**src/rtl/board_status_pager_if.sv**
```systemverilog
// Board-side bundle for board_status_pager: phase array and raw board
// inputs toward the pager, 7-segment digits and LEDs back to the pins.
// master = top level / board driver, slave = the pager itself.
interface board_status_pager_if #(
    parameter int NUM_CHANNELS = 16
);
    logic [7:0] phases [0:NUM_CHANNELS-1];
    logic       read_error;
    logic       key_next_n;
    logic       key_clr_n;
    logic       scroll_hold;
    logic [6:0] hex [0:5];
    logic [9:0] ledr;

    modport master (
        output phases, read_error, key_next_n, key_clr_n, scroll_hold,
        input  hex, ledr
    );

    modport slave (
        input  phases, read_error, key_next_n, key_clr_n, scroll_hold,
        output hex, ledr
    );
endinterface

```
**src/rtl/board_status_pager.sv**
```systemverilog
// board_status_pager: pages NUM_CHANNELS 8-bit phases, three channels per
// page, onto HEX0..HEX5 and reports page / sticky error / heartbeat on LEDR.
// Optional feature macro: STATUS_AUTOSCROLL_EN builds the dwell timer that
// auto-advances pages (frozen by scroll_hold); without it only the
// debounced next key changes the page.
module board_status_pager #(
    parameter int NUM_CHANNELS     = 16,
    parameter int DEBOUNCE_CYCLES  = 500_000,
    parameter int DWELL_CYCLES     = 100_000_000,
    parameter int HEARTBEAT_CYCLES = 25_000_000
) (
    input  logic                sys_clk,
    input  logic                ext_rst_n,
    board_status_pager_if.slave pins
);
    localparam int NUM_PAGES  = (NUM_CHANNELS + 2) / 3;
    localparam int PAGE_W     = (NUM_PAGES > 1) ? $clog2(NUM_PAGES) : 1;
    localparam int PAGE_SLOTS = 1 << PAGE_W;
    localparam int DB_W       = $clog2(DEBOUNCE_CYCLES);
    localparam int HB_W       = (HEARTBEAT_CYCLES > 1) ? $clog2(HEARTBEAT_CYCLES) : 1;

    localparam logic [PAGE_W-1:0] LAST_PAGE = PAGE_W'(NUM_PAGES - 1);
    localparam logic [DB_W-1:0]   DB_MAX    = DB_W'(DEBOUNCE_CYCLES - 1);
    localparam logic [HB_W-1:0]   HB_MAX    = HB_W'(HEARTBEAT_CYCLES - 1);

    // Active-low 7-segment encoding, bit 0 = segment a.
    function automatic logic [6:0] seg7(input logic [3:0] v);
        logic [6:0] s;
        case (v)
            4'h0:    s = 7'h40;
            4'h1:    s = 7'h79;
            4'h2:    s = 7'h24;
            4'h3:    s = 7'h30;
            4'h4:    s = 7'h19;
            4'h5:    s = 7'h12;
            4'h6:    s = 7'h02;
            4'h7:    s = 7'h78;
            4'h8:    s = 7'h00;
            4'h9:    s = 7'h10;
            4'hA:    s = 7'h08;
            4'hB:    s = 7'h03;
            4'hC:    s = 7'h46;
            4'hD:    s = 7'h21;
            4'hE:    s = 7'h06;
            4'hF:    s = 7'h0E;
            default: s = 7'h7F;
        endcase
        return s;
    endfunction

    // ---------------- key synchronisers and debounce ----------------
    // Bit 0 = next key, bit 1 = clear key. The synchronisers reset to the
    // "pressed" level so a key held through reset never looks released.
    logic [1:0]      key_s1_q, key_s2_q;
    logic [DB_W-1:0] db_cnt_q [0:1];
    logic [DB_W-1:0] db_cnt_d [0:1];
    logic [1:0]      db_lvl_q, db_lvl_d;
    logic [1:0]      armed_q, armed_d;
    logic [1:0]      press_s;

    // Two-flop synchroniser for the raw push-buttons.
    always_ff @(posedge sys_clk or negedge ext_rst_n) begin
        if (!ext_rst_n) begin
            key_s1_q <= 2'b00;
            key_s2_q <= 2'b00;
        end else begin
            key_s1_q <= {pins.key_clr_n, pins.key_next_n};
            key_s2_q <= key_s1_q;
        end
    end

    // Debounce: count while the synchronised level disagrees with the
    // accepted one; a key only fires once it has been seen released.
    always_comb begin
        for (int k = 0; k < 2; k++) begin
            db_cnt_d[k] = '0;
            db_lvl_d[k] = db_lvl_q[k];
            press_s[k]  = 1'b0;
            armed_d[k]  = armed_q[k] | key_s2_q[k];
            if (key_s2_q[k] != db_lvl_q[k]) begin
                if (db_cnt_q[k] == DB_MAX) begin
                    db_lvl_d[k] = key_s2_q[k];
                    press_s[k]  = ~key_s2_q[k] & armed_q[k];
                end else begin
                    db_cnt_d[k] = db_cnt_q[k] + DB_W'(1);
                end
            end else begin
                db_cnt_d[k] = '0;
            end
        end
    end

    // Debounce state registers; accepted levels start released.
    always_ff @(posedge sys_clk or negedge ext_rst_n) begin
        if (!ext_rst_n) begin
            db_cnt_q[0] <= '0;
            db_cnt_q[1] <= '0;
            db_lvl_q    <= 2'b11;
            armed_q     <= 2'b00;
        end else begin
            db_cnt_q[0] <= db_cnt_d[0];
            db_cnt_q[1] <= db_cnt_d[1];
            db_lvl_q    <= db_lvl_d;
            armed_q     <= armed_d;
        end
    end

    // ---------------- dwell timer (optional) ----------------
    logic dwell_exp_s;

`ifdef STATUS_AUTOSCROLL_EN
    localparam int                DW_W   = $clog2(DWELL_CYCLES);
    localparam logic [DW_W-1:0]   DW_MAX = DW_W'(DWELL_CYCLES - 1);

    logic            hold_s1_q, hold_s2_q;
    logic [DW_W-1:0] dwell_q, dwell_d;

    // Two-flop synchroniser for the scroll-hold switch.
    always_ff @(posedge sys_clk or negedge ext_rst_n) begin
        if (!ext_rst_n) begin
            hold_s1_q <= 1'b0;
            hold_s2_q <= 1'b0;
        end else begin
            hold_s1_q <= pins.scroll_hold;
            hold_s2_q <= hold_s1_q;
        end
    end

    // Dwell counter: a key press restarts it; hold freezes it in place.
    always_comb begin
        dwell_exp_s = 1'b0;
        dwell_d     = dwell_q;
        if (press_s[0]) begin
            dwell_d = '0;
        end else if (!hold_s2_q) begin
            if (dwell_q == DW_MAX) begin
                dwell_exp_s = 1'b1;
                dwell_d     = '0;
            end else begin
                dwell_d = dwell_q + DW_W'(1);
            end
        end else begin
            dwell_d = dwell_q;
        end
    end

    // Dwell counter register.
    always_ff @(posedge sys_clk or negedge ext_rst_n) begin
        if (!ext_rst_n) begin
            dwell_q <= '0;
        end else begin
            dwell_q <= dwell_d;
        end
    end
`else
    assign dwell_exp_s = 1'b0;
`endif

    // ---------------- page, error flag, heartbeat ----------------
    logic [PAGE_W-1:0] page_q, page_d;
    logic              err_q, err_d;
    logic [HB_W-1:0]   hb_cnt_q, hb_cnt_d;
    logic              hb_q, hb_d;

    // Next page (one advance even if press and expiry coincide), sticky
    // error where a set beats a same-cycle clear, heartbeat toggle on wrap.
    always_comb begin
        if (press_s[0] | dwell_exp_s) begin
            if (page_q == LAST_PAGE) begin
                page_d = '0;
            end else begin
                page_d = page_q + PAGE_W'(1);
            end
        end else begin
            page_d = page_q;
        end

        if (pins.read_error) begin
            err_d = 1'b1;
        end else if (press_s[1]) begin
            err_d = 1'b0;
        end else begin
            err_d = err_q;
        end

        if (hb_cnt_q == HB_MAX) begin
            hb_cnt_d = '0;
            hb_d     = ~hb_q;
        end else begin
            hb_cnt_d = hb_cnt_q + HB_W'(1);
            hb_d     = hb_q;
        end
    end

    // Page, error and heartbeat registers.
    always_ff @(posedge sys_clk or negedge ext_rst_n) begin
        if (!ext_rst_n) begin
            page_q   <= '0;
            err_q    <= 1'b0;
            hb_cnt_q <= '0;
            hb_q     <= 1'b0;
        end else begin
            page_q   <= page_d;
            err_q    <= err_d;
            hb_cnt_q <= hb_cnt_d;
            hb_q     <= hb_d;
        end
    end

    // ---------------- display ----------------
    // Each slot carries {hi digit, lo digit}; slots past the last channel
    // (and pages beyond NUM_PAGES) are blank.
    logic [13:0] slot_s [0:PAGE_SLOTS*3-1];
    logic [41:0] cand_s [0:PAGE_SLOTS-1];
    logic [41:0] hex_q, hex_d;

    for (genvar p = 0; p < PAGE_SLOTS; p++) begin : g_page
        for (genvar k = 0; k < 3; k++) begin : g_slot
            if (3 * p + k < NUM_CHANNELS) begin : g_live
                assign slot_s[3*p+k] = {seg7(pins.phases[3*p+k][7:4]),
                                        seg7(pins.phases[3*p+k][3:0])};
            end else begin : g_blank
                assign slot_s[3*p+k] = 14'h3FFF;
            end
        end
        assign cand_s[p] = {slot_s[3*p+2], slot_s[3*p+1], slot_s[3*p]};
    end

    // Live (non-snapshotted) digits for the current page.
    always_comb begin
        hex_d = cand_s[page_q];
    end

    // Registered digits: one cycle from phases/page to the pins.
    always_ff @(posedge sys_clk or negedge ext_rst_n) begin
        if (!ext_rst_n) begin
            hex_q <= {42{1'b1}};
        end else begin
            hex_q <= hex_d;
        end
    end

    for (genvar d = 0; d < 6; d++) begin : g_hex_out
        assign pins.hex[d] = hex_q[7*d +: 7];
    end

    assign pins.ledr = {hb_q, err_q, 8'(page_q)};

endmodule

```
**src/flat_wrapper.sv**
```systemverilog
// flat-port wrapper written by rule: the top's interface ports become plain ports
module board_status_pager_flat 
#(
    parameter int NUM_CHANNELS     = 16,
    parameter int DEBOUNCE_CYCLES  = 500_000,
    parameter int DWELL_CYCLES     = 100_000_000,
    parameter int HEARTBEAT_CYCLES = 25_000_000
)
  (sys_clk, ext_rst_n, pins_phases, pins_read_error, pins_key_next_n, pins_key_clr_n, pins_scroll_hold, pins_hex, pins_ledr);
  board_status_pager_if #(.NUM_CHANNELS(NUM_CHANNELS)) pins_i ();
  input  logic sys_clk;
  input  logic ext_rst_n;
  input wire logic [$bits(pins_i.phases)-1:0] pins_phases;
  input wire logic [$bits(pins_i.read_error)-1:0] pins_read_error;
  input wire logic [$bits(pins_i.key_next_n)-1:0] pins_key_next_n;
  input wire logic [$bits(pins_i.key_clr_n)-1:0] pins_key_clr_n;
  input wire logic [$bits(pins_i.scroll_hold)-1:0] pins_scroll_hold;
  output wire logic [$bits(pins_i.hex)-1:0] pins_hex;
  output wire logic [$bits(pins_i.ledr)-1:0] pins_ledr;
  assign pins_i.phases = {>>{pins_phases}};
  assign pins_i.read_error = pins_read_error;
  assign pins_i.key_next_n = pins_key_next_n;
  assign pins_i.key_clr_n = pins_key_clr_n;
  assign pins_i.scroll_hold = pins_scroll_hold;
  assign pins_hex = {>>{pins_i.hex}};
  assign pins_ledr = pins_i.ledr;
  board_status_pager #(.NUM_CHANNELS(NUM_CHANNELS), .DEBOUNCE_CYCLES(DEBOUNCE_CYCLES), .DWELL_CYCLES(DWELL_CYCLES), .HEARTBEAT_CYCLES(HEARTBEAT_CYCLES)) u_core (.sys_clk(sys_clk), .ext_rst_n(ext_rst_n), .pins(pins_i));
endmodule
```
**config.mk**
```make
export PLATFORM = sky130hd
export DESIGN_NAME = board_status_pager_flat
export DESIGN_NICKNAME = d
export VERILOG_FILES = /design/src/rtl/board_status_pager_if.sv /design/src/rtl/board_status_pager.sv /design/src/flat_wrapper.sv
export SDC_FILE = /design/constraint.sdc
export NUM_CORES = 1
export LEC_CHECK = 0
export BUFFER_PORTS_ARGS = -buffer_cell sky130_fd_sc_hd__buf_2
export CORE_ASPECT_RATIO = 1.75
export CORE_UTILIZATION = 57
export DETAILED_ROUTE_END_ITERATION = 10
export PLACE_DENSITY = 0.86
export SYNTH_ARGS = -nofsm -noshare
export SYNTH_HDL_FRONTEND = slang
export SYNTH_SLANG_ARGS = --single-unit
```
**constraint.sdc**
```tcl
create_clock -name sys_clk -period 5.87 [get_ports sys_clk]
set_input_delay 1.174 -clock sys_clk [delete_from_list [all_inputs] [get_ports sys_clk]]
set_output_delay 1.174 -clock sys_clk [all_outputs]
set_load 0.01 [all_outputs]
```
==> impl_metrics.py <==
metrics = {
    "placed_design": {
        "gp_congestion": 0.933,
        "dp_cells": 2081,
        "hpwlAfterDp_mm": 29.6,
        "portBuffers": 179,
    },
    "synth": {
        "synth_area_um2": 14200,
        "synth_compound_area_share_pct": 19.0,
        "yosysSeqAreaShare_pct": 21.1,
        "synthAdderAreaFrac_pct": 19.9,
        "synth_top_family_by_area": "adder cells",
        "synth_edf_count": 0,
        "syn_avg_cell_area_um2": 8.46,
        "ys_types": 71,
        "synthCells": 1683,
        "synth_mux_area_share_pct": 13.4,
        "synth_xor_area_share_pct": 3.57,
        "synth-seq-cells": 118,
        "yosys.area_share.simple_pct": 16.9,
        "ys.flop_type": "dfrtp_1",
        "ys.warnings.count": 0,
        "async_reset_ff_share_pct": 100,
    },
    "sta": {
        "final_hold_viol_count": 0,
        "fmax_mhz": 313,
        "fin_crit_sh_pct": 54.4,
        "slew_viol_final": 0,
        "rsz0062_at_grt": "false",
        "worst_slew_pin_slew_ps": 1140,
        "finalSetupViolCount": 0,
        "skew_ps": 6.66,
        "holdWs_ps": 358,
        "timing.slew.headroom_pct": 23.6,
        "fin_tns_setup_ps": 0,
        "min_period_ps": 3190,
    },
    "hold_path": {
        "hold_start": "u_core.key_s1_q[1]",
        "hp-class": "reg2reg",
    },
    "worst_setup_path": {
        "timing.rr.end": "u_core.hex_q[0]",
        "cp_slowest_cell": "buf_4",
        "r2r_start": "u_core.page_q[1]",
        "startpoint": "u_core.page_q[1]",
        "cp_cell_sequence": "buf_4 > buf_2",
        "critPathArrivalTime_ps": 2020,
        "cpPeakStageDelay_ps": 710,
        "rrSetupSlack_ps": 2810,
        "cp-end-kind": "primary output",
        "cp.required_ps": 4700,
        "critPathLaunchType": "flip-flop",
        "rr_worst_depth": 5,
        "endpoint": "pins_ledr[1]",
        "crit_fanout": 79,
        "path_class": "reg2out",
    },
    "clock_network": {
        "cts_made_buffers": 17,
        "cts-root-buf": "clkbuf_16",
        "cts_tree": "yes",
        "clock_latency_ps": 450,
        "post_cts_buffers": 0,
        "cts_max_level": 4,
        "cts_buffer_depth": 2,
        "cts_resized": 0,
        "cts.clk_slew.worst_paths_ps": 60,
        "holdBufCountCts": 0,
        "cts_sinks": 118,
    },
    "global_routing": {
        "grt_overflow_total": 0,
        "antenna_found_initial": 4,
        "grt.total_usage_pct": 31.2,
        "grt_pass1_vias": 12918,
        "grt_max_degree": 80,
        "grt_pass1_wl_mm": 62.5,
    },
    "floorplan": {
        "io_pins": 186,
        "core_area_um2": 24500,
        "start_util_pct": 58.1,
        "fp.dieW_um": 122,
        "placementRows": 76,
        "dieArea_um2": 25700,
        "die_h_um": 211,
    },
    "cells_and_area": {
        "syn_to_final_growth_pct": 10.5,
        "nets": 2149,
        "drive_gt1_share_pct": 20.3,
        "fill_cells": 2073,
        "fin_cells": 2117,
    },
    "route": {
        "postRouteAntennaNets": 0,
        "wl_per_cell_um": 18.6,
        "via_count": 13253,
        "viasPerCell": 6.26,
        "finalWirelength_mm": 39.4,
        "drtIter0Drc": 879,
        "drt_first_pass_iters": 6,
        "drc": 0,
    },
    "power_and_ir_drop": {
        "power.leakage_nw": 7.29,
        "peakVddDrop_mv": 0.219,
        "powerDensity_nw_per_um2": 165,
    },
    "status": {
        "outcome": "finished clean",
    },
    "job": {
        "drv_cap": 0,
    },
}
## cells by family (layout without fill, tap and decap cells)
kind of cell / count (synthesis) / count (layout)
compound gates: 416 / 416
simple gates: 500 / 500
buf+inv: 214 / 328
xor+xnor: 58 / 58
other cells: 1 / 9
flops: 118 / 118
fa+ha+maj: 227 / 227
mux: 149 / 149
## critical path, delay by kind of cell, from the launching register on
kind | cells | cell delay [ps]
buffers and inverters | 2 | 970
flip-flops | 1 | 560
## through the flow
stage | power [W] | setup WS [ps] | util [%] | instance area [um^2]
finish | 0.00260 | 2680 | 64.2 | 15700
global route | 0.00270 | 2590 | 64.2 | 15700
CTS | 0.00259 | 2670 | 64.1 | 15700
detailed placement | 0.00153 | 2930 | 61.8 | 15100
global placement | 0.00151 | 2940 | 61.8 | 15100
floorplan | 0.00131 | 3490 | - | 14300
## cell usage in the layout (no fill, tap or decap), types with 44 or more instances in the layout
cell	count
ha_1	227
buf_2	178
nor2_1	141
nand2_1	129
inv_1	108
a21oi_1	101
o21ai_0	88
dfrtp_1	72
mux2i_1	63
a211oi_1	59
mux2_2	58
nor2b_1	52
nand3_1	47
dfstp_2	44
## routing by layer
| layer | track usage (%) | routed length, um | up-vias |
|---|---|---|---|
| li1 | - | - | 6236 |
| met1 | 31.4 | 13800 | 6283 |
| met2 | 56.2 | 20500 | 537 |
| met3 | 5.83 | 2130 | 197 |
| met4 | 22.9 | 2950 | 0 |
| met5 | 0 | 0 | - |
## flip-flops by register name, summed over array words and instances (netlist names)
| name | flops |
|---|---|
| u_core.hb_cnt_q | 25 |
| u_core.db_lvl_q | 2 |
| u_core.db_cnt_q | 38 |
| u_core.armed_q | 2 |
| u_core.hb_q | 1 |
| u_core.err_q | 1 |
| u_core.page_q | 3 |
| u_core.hex_q | 42 |
| u_core.key_s2_q | 2 |
| u_core.key_s1_q | 2 |
## area by class of cell
cell class | instances | area [um^2] | share of cell area [%]
clock buffer | 17 | 425 | 2.70
timing repair buffer | 186 | 951 | 6.04
clock inverter | 15 | 156 | 0.994
antenna | 4 | 10.0 | 0.0636
inverter | 110 | 413 | 2.62
multi-input combinational | 1355 | 10400 | 66.0
tap | 312 | 390 | 2.48
sequential | 118 | 3010 | 19.1
## where the power goes
group	switching [W]	internal, W
logic	0.000387	0.000268
registers	0.0000144	0.000862
clock network	0.000467	0.000600
## how the worst min path moves through the flow
stage / end / slack, ps / cells past startpoint
6_report: u_core.key_s2_q[1] / 360 / 0
5_1_grt: u_core.key_s2_q[0] / 370 / 0
4_1_cts: u_core.key_s2_q[1] / 360 / 0
3_5_place_dp: u_core.key_s2_q[1] / 340 / 0
3_3_place_gp: u_core.key_s2_q[1] / 340 / 0
2_1_floorplan: u_core.key_s2_q[0] / 330 / 0
## cells in the mapped netlist (8+ instances only)
library cell / count / share of area (%)
ha_1: 227 / 20
nor2_1: 141 / 3.7
nand2_1: 129 / 3.4
inv_1: 108 / 2.8
a21oi_1: 101 / 3.5
o21ai_0: 88 / 3.1
dfrtp_1: 74 / 13
mux2i_1: 63 / 4.4
a211oi_1: 59 / 3.1
mux2_2: 58 / 4.6
clkbuf_1: 57 / 1.5
nor2b_1: 52 / 2.3
nand3_1: 47 / 1.7
dfstp_2: 44 / 8.1
nor3_1: 43 / 1.5
o211ai_1: 34 / 1.8
xor2_1: 31 / 1.9
mux4_2: 27 / 4.3
xnor2_1: 27 / 1.7
o22ai_1: 26 / 1.1
buf_2: 22 / 0.77
nand2b_1: 19 / 0.83
a221oi_1: 17 / 1.0
buf_1: 16 / 0.42
nand4_1: 14 / 0.61
a32oi_1: 13 / 0.80
a22oi_1: 11 / 0.58
a31oi_1: 11 / 0.48
nor4_1: 11 / 0.48
o311ai_0: 11 / 0.68
and3_1: 9 / 0.40
and2_1: 8 / 0.35
buf_4: 8 / 0.42
o221ai_1: 8 / 0.49
Note: power is estimated with default switching activity, not from simulation.
